==> config.mk <==
export PLATFORM = sky130hd
export DESIGN_NAME = boot_seq
export DESIGN_NICKNAME = d
export VERILOG_FILES = /design/src/rtl/boot_pkg.sv /design/src/rtl/edge_det.sv /design/src/rtl/boot_seq.sv
export SDC_FILE = /design/constraint.sdc
export NUM_CORES = 1
export LEC_CHECK = 0
export CORE_ASPECT_RATIO = 0.7
export CORE_MARGIN = 4
export CORE_UTILIZATION = 56
export CTS_BUF_LIST = sky130_fd_sc_hd__clkbuf_8
export DETAILED_ROUTE_END_ITERATION = 16
export PLACE_DENSITY_LB_ADDON = 0.12
export REMOVE_ABC_BUFFERS = 1
export SETUP_SLACK_MARGIN = 0.1
export SKIP_LAST_GASP = 1
export SYNTH_ARGS = -nofsm -noshare
export SYNTH_HDL_FRONTEND = slang
export SYNTH_HIERARCHICAL = 1
export SYNTH_SLANG_ARGS = --single-unit
==> constraint.sdc <==
create_clock -name clk -period 4.2 [get_ports clk]
set_clock_uncertainty 0.1 [all_clocks]
set_input_delay 0.84 -clock clk [delete_from_list [all_inputs] [get_ports clk]]
set_output_delay 0.84 -clock clk [all_outputs]
set_load 0.03 [all_outputs]
==> src/rtl/boot_pkg.sv <==
// Shared definitions for the boot sequencer: FSM state encoding and the default jump opcode.
package boot_pkg;

  typedef enum logic [2:0] {
    ST_INIT = 3'd0,
    ST_JMP0 = 3'd1,
    ST_JMP1 = 3'd2,
    ST_JMP2 = 3'd3,
    ST_RUN  = 3'd4
  } state_t;

  localparam logic [7:0] JMP_OPCODE_DEF = 8'hC3;

endpackage

==> src/rtl/edge_det.sv <==
// One-bit rising-edge detector: rise is high in the cycle where sig is 1 and was 0 on the previous clock.
module edge_det (
  input  logic clk,
  input  logic reset,
  input  logic sig,
  output logic rise
);

  logic prev;

  always_ff @(posedge clk) begin
    if (reset) prev <= 1'b0;
    else       prev <= sig;
  end

  assign rise = sig & ~prev;

endmodule

==> src/rtl/boot_seq.sv <==
// Boot sequencer: waits for memory init, injects a 3-byte jump on CPU reads, then gates ROM/RAM access.
// Build option: define BOOT_ROM_WP_EN to block RAM write pulses for accesses inside the ROM window.
//
// state | meaning
// INIT  | waiting for mem_init_done or init timeout, CPU held
// JMP0  | injecting jump opcode
// JMP1  | injecting low byte of boot vector
// JMP2  | injecting high byte of boot vector
// RUN   | normal operation, held until reset
module boot_seq
  import boot_pkg::*;
#(
  parameter logic [7:0]  JMP_OPCODE   = JMP_OPCODE_DEF,
  parameter logic [15:0] ROM_BASE     = 16'hFD00,
  parameter int          ROM_PAGES    = 1,
  parameter logic [15:0] INIT_TIMEOUT = 16'd1000
) (
  input  logic        clk,
  input  logic        reset,
  input  logic        rd,
  input  logic        wr,
  input  logic [15:0] addr,
  input  logic [15:0] boot_vec,
  input  logic        mem_init_done,
  output logic [7:0]  data_out,
  output logic        inj_valid,
  output logic        rom_cs,
  output logic        ram_we,
  output logic        cpu_ready,
  output logic        boot_done
);

  state_t      state, state_next;
  logic [15:0] wait_cnt;
  logic [15:0] vec;
  logic        latch_vec;
  logic        rd_rise, wr_rise;
  logic [7:0]  data_next;
  logic        inj_next, ready_next, done_next, we_next;
  logic [16:0] rom_lo, rom_hi;

  edge_det u_rd_edge (.clk(clk), .reset(reset), .sig(rd), .rise(rd_rise));
  edge_det u_wr_edge (.clk(clk), .reset(reset), .sig(wr), .rise(wr_rise));

  // 17-bit bounds so a window ending at 16'hFFFF does not wrap to zero
  assign rom_lo = {1'b0, ROM_BASE};
  assign rom_hi = rom_lo + 17'(ROM_PAGES * 256);
  assign rom_cs = (state == ST_RUN) && ({1'b0, addr} >= rom_lo) && ({1'b0, addr} < rom_hi);

  always_comb begin
    state_next = state;
    latch_vec  = 1'b0;
    case (state)
      ST_INIT: begin
        if (mem_init_done || (wait_cnt == INIT_TIMEOUT - 16'd1)) begin
          state_next = ST_JMP0;
          latch_vec  = 1'b1;
        end
      end
      ST_JMP0: if (rd_rise) state_next = ST_JMP1;
      ST_JMP1: if (rd_rise) state_next = ST_JMP2;
      ST_JMP2: if (rd_rise) state_next = ST_RUN;
      ST_RUN:  state_next = ST_RUN;
      default: state_next = ST_INIT;
    endcase
  end

  // Outputs are registered from the next state so they are stable from state entry
  always_comb begin
    data_next  = 8'h00;
    inj_next   = 1'b0;
    ready_next = 1'b0;
    done_next  = 1'b0;
    case (state_next)
      ST_JMP0: begin data_next = JMP_OPCODE; inj_next = 1'b1; ready_next = 1'b1; end
      ST_JMP1: begin data_next = vec[7:0];   inj_next = 1'b1; ready_next = 1'b1; end
      ST_JMP2: begin data_next = vec[15:8];  inj_next = 1'b1; ready_next = 1'b1; end
      ST_RUN:  begin ready_next = 1'b1; done_next = 1'b1; end
      default: ;
    endcase
`ifdef BOOT_ROM_WP_EN
    we_next = wr_rise && (state == ST_RUN) && !rom_cs;
`else
    we_next = wr_rise && (state == ST_RUN);
`endif
  end

  always_ff @(posedge clk) begin
    if (reset) begin
      state     <= ST_INIT;
      wait_cnt  <= 16'd0;
      vec       <= 16'd0;
      data_out  <= 8'h00;
      inj_valid <= 1'b0;
      cpu_ready <= 1'b0;
      boot_done <= 1'b0;
      ram_we    <= 1'b0;
    end else begin
      state     <= state_next;
      wait_cnt  <= (state == ST_INIT) ? wait_cnt + 16'd1 : 16'd0;
      if (latch_vec) vec <= boot_vec;
      data_out  <= data_next;
      inj_valid <= inj_next;
      cpu_ready <= ready_next;
      boot_done <= done_next;
      ram_we    <= we_next;
    end
  end

endmodule

==> flow_summary.toml <==
[outcome]
status = "finished, final reports clean"

[cts]
cts_sinks = 49
htreeDepth = 2
post_cts_resize_count = 0
numCtsBuffers = 5
cts_setup_buffers = 0
cts_buffer_depth = 2
cts_root_buffer = "clkbuf_8"
ctsHoldBuffers = 0
path_clk_slew_ns = 0.10
worstSkewPairLatency_ns = 0.31
tritoncts = "built"

[drt]
wl_per_cell_um = 15.47
drtIter0Drc = 194
ant_nets = 0
post-route-drc-count = 0
viasPerCell = 5.913
vias = 1969
routed_wl_um = 5150
first_pass_iters = 4

[placement]
place.gp.congestion = 0.8206
hpwl_um = 3671
io_buffers = 41
place_inst = 325

[synth]
avgSynthCellArea_um2 = 9.459
synth_top_flop_cell = "dfxtp_1"
async_flop_share_pct = 0
yosysWarnings = 6
synth.ff_latch_count = 49
synth-edff-count = 0
syn_inst = 241
synth_cell_type_count = 45
synth-seq-area-share_pct = 43.03
syn_area_um2 = 2280

[global_route]
grt_max_degree = 23
antenna_found_initial = 0
grt_pass1_wl_um = 8438
grt_pass1_vias = 1738
overflow = 0
grt_use_total_pct = 20.65

[sta]
relSlewSlack_pct = 49.85
grt_setup_unrepaired = "no"
period_share_pct = 76.33
hold_viol = 0
drv_slew = 0
tns_ns = 0
setup_violations = 0
max_freq_ghz = 0.3119
worstMarginPinSlew_ns = 0.7522
final.min_clock_period_ns = 3.206

[run]
cap_violations = 0

[die]
die_area_um2 = 5172
core-area_um2 = 3923
start_util_pct = 58.12
fp.dieH_um = 61.38
fp-row-count = 19
die_x_um = 84.26
ioPinCount = 50

[hold_path]
whs_endpoint = "wait_cnt[0]$_SDFF_PP0_"
holdPathStages = 1
min_path_type = "register to register"
hp-start = "wait_cnt[0]$_SDFF_PP0_"

[power_and_ir_drop]
intPower_uw = 685.9
sequentialPowerShare_pct = 52.6
leakage_uw = 0.001001
cellPowerDensity_nw_per_um2 = 341.1
clkPwrFrac_pct = 29.6
swShare_pct = 28.48
switchingPower_uw = 273.2
p_comb_share_pct = 17.8
vdd.ir_drop.worst_mv = 0.2714

[setup_path]
worstSetupEndpointType = "output port"
path_class = "input pin to output port"
cp_max_fo = 1
rrSetupSlack_ns = 1.72
cp_data_required_time_ns = 3.26
reg2reg_from = "wait_cnt[0]$_SDFF_PP0_"
reg2reg_to = "data_out[0]$_SDFF_PP0_"
worstRegToRegCells = 6
arrival_ns = 2.27
critPathLaunchType = "input pin"

[final_layout]
final_nets = 318
area_delta_synth_final_pct = 23.33
instances_no_fill = 333
diodes = 0
drive_gt1_share_pct = 11.03
[through the flow]
| stage | setup WS (ns) | utilization [%] | hold slack [ns] | power, µW | area [µm²] |
|---|---|---|---|---|---|
| 4_1_cts | 0.9700 | 71.67 | 0.3961 | 964.6 | 2811 |
| 3_5_place_dp | 0.9811 | 69.28 | 0.3722 | 684.3 | 2718 |
| 6_report | 0.9941 | 71.67 | 0.3924 | 959.0 | 2811 |
| 3_3_place_gp | 0.9780 | 69.28 | 0.3388 | 680.5 | 2718 |
| 2_1_floorplan | 1.574 | - | 0.3255 | 606.8 | 2212 |
| 5_1_grt | 0.9249 | 71.67 | 0.4205 | 1002 | 2811 |
[how the worst max path moves through the flow]
| stage | startpoint | cells after the start | to | slack (ns) |
|---|---|---|---|---|
| 6_report | addr[11] | 4 | rom_cs | 0.99 |
| 5_1_grt | addr[9] | 4 | rom_cs | 0.92 |
| 4_1_cts | addr[11] | 4 | rom_cs | 0.97 |
| 3_5_place_dp | addr[11] | 4 | rom_cs | 0.98 |
| 3_3_place_gp | addr[11] | 4 | rom_cs | 0.98 |
| 2_1_floorplan | addr[9] | 2 | rom_cs | 1.57 |
[area by class of cell]
class                   count  area, µm²
clock buffers               5      68.82
clock inverters             3      25.02
fillers                   318       1111
inverters                   5      18.77
multi-input cells         174       1212
flip-flops and latches     49      980.9
well taps                  52      65.06
repair buffers             45      440.4
[power by group through the flow]
stage	clock network [µW]	registers [µW]	logic [µW]
after floorplan	0	534	73.0
final	284	505	171
after CTS	289	505	171
after detailed placement	0	516	169
after global placement	0	514	166
after global routing	310	508	184
[critical path, cell delays in order]
cell and delay (ns):
clkdlybuf4s50_1 0.46, nand4b_1 0.10, nor3_1 0.17, clkdlybuf4s50_1 0.70
[logic make-up after synthesis]
group           synth area share (%)
flops                          43.03
xor+xnor                       4.226
mux                            4.007
compound gates                 20.53
simple gates                   23.88
fa+ha+maj                     0.5488
buf+inv                        3.787
[cells in the mapped netlist (all sizes together) (5+ instances only)]
| master | n | area (µm²) |
|---|---|---|
| o21ai | 21 | 105.1 |
| nand2 | 8 | 30.03 |
| mux2i | 8 | 80.08 |
| nand4 | 5 | 31.28 |
| nand3 | 24 | 125.1 |
| buf | 5 | 37.53 |
| nor2b | 5 | 61.31 |
| nor4 | 5 | 61.31 |
| a21oi | 25 | 125.1 |
| nor3b | 5 | 37.54 |
| nor2 | 16 | 60.06 |
| clkbuf | 8 | 30.03 |
| and3 | 5 | 31.28 |
| xnor2 | 5 | 43.79 |
| xor2 | 6 | 52.55 |
| inv | 5 | 18.77 |
| dfxtp | 49 | 980.9 |
[registers in the layout, indices dropped and copies added (netlist names)]
| register | cells |
|---|---|
| wait_cnt | 16 |
| data_out | 8 |
| boot_done | 1 |
| state | 3 |
| vec | 16 |
| inj_valid | 1 |
| u_rd_edge/prev | 1 |
| u_wr_edge/prev | 1 |
| cpu_ready | 1 |
| ram_we | 1 |
[metal layers]
metal  track usage, %  vias up  routed length (µm)
li1                 -      962                   -
met1            28.93      921                2412
met2            31.24       78                2204
met3            5.882        8                 468
met4            6.422        0                  63
met5                0        -                   0
[placed cells by master, fill, tap and decap left out, types with 5 or more instances in the layout]
| cell | count |
|---|---|
| dfxtp_1 | 49 |
| clkdlybuf4s50_1 | 41 |
| a21oi_1 | 25 |
| nand3_1 | 23 |
| o21ai_0 | 19 |
| nor2_1 | 16 |
| nand2_1 | 8 |
| mux2i_1 | 8 |
| xor2_1 | 6 |
| nand4_1 | 5 |
| and3_1 | 5 |
| inv_1 | 5 |
| nor3b_1 | 5 |
| xnor2_1 | 5 |
| clkbuf_8 | 5 |
No activity file was read; power rests on OpenSTA's default activity.
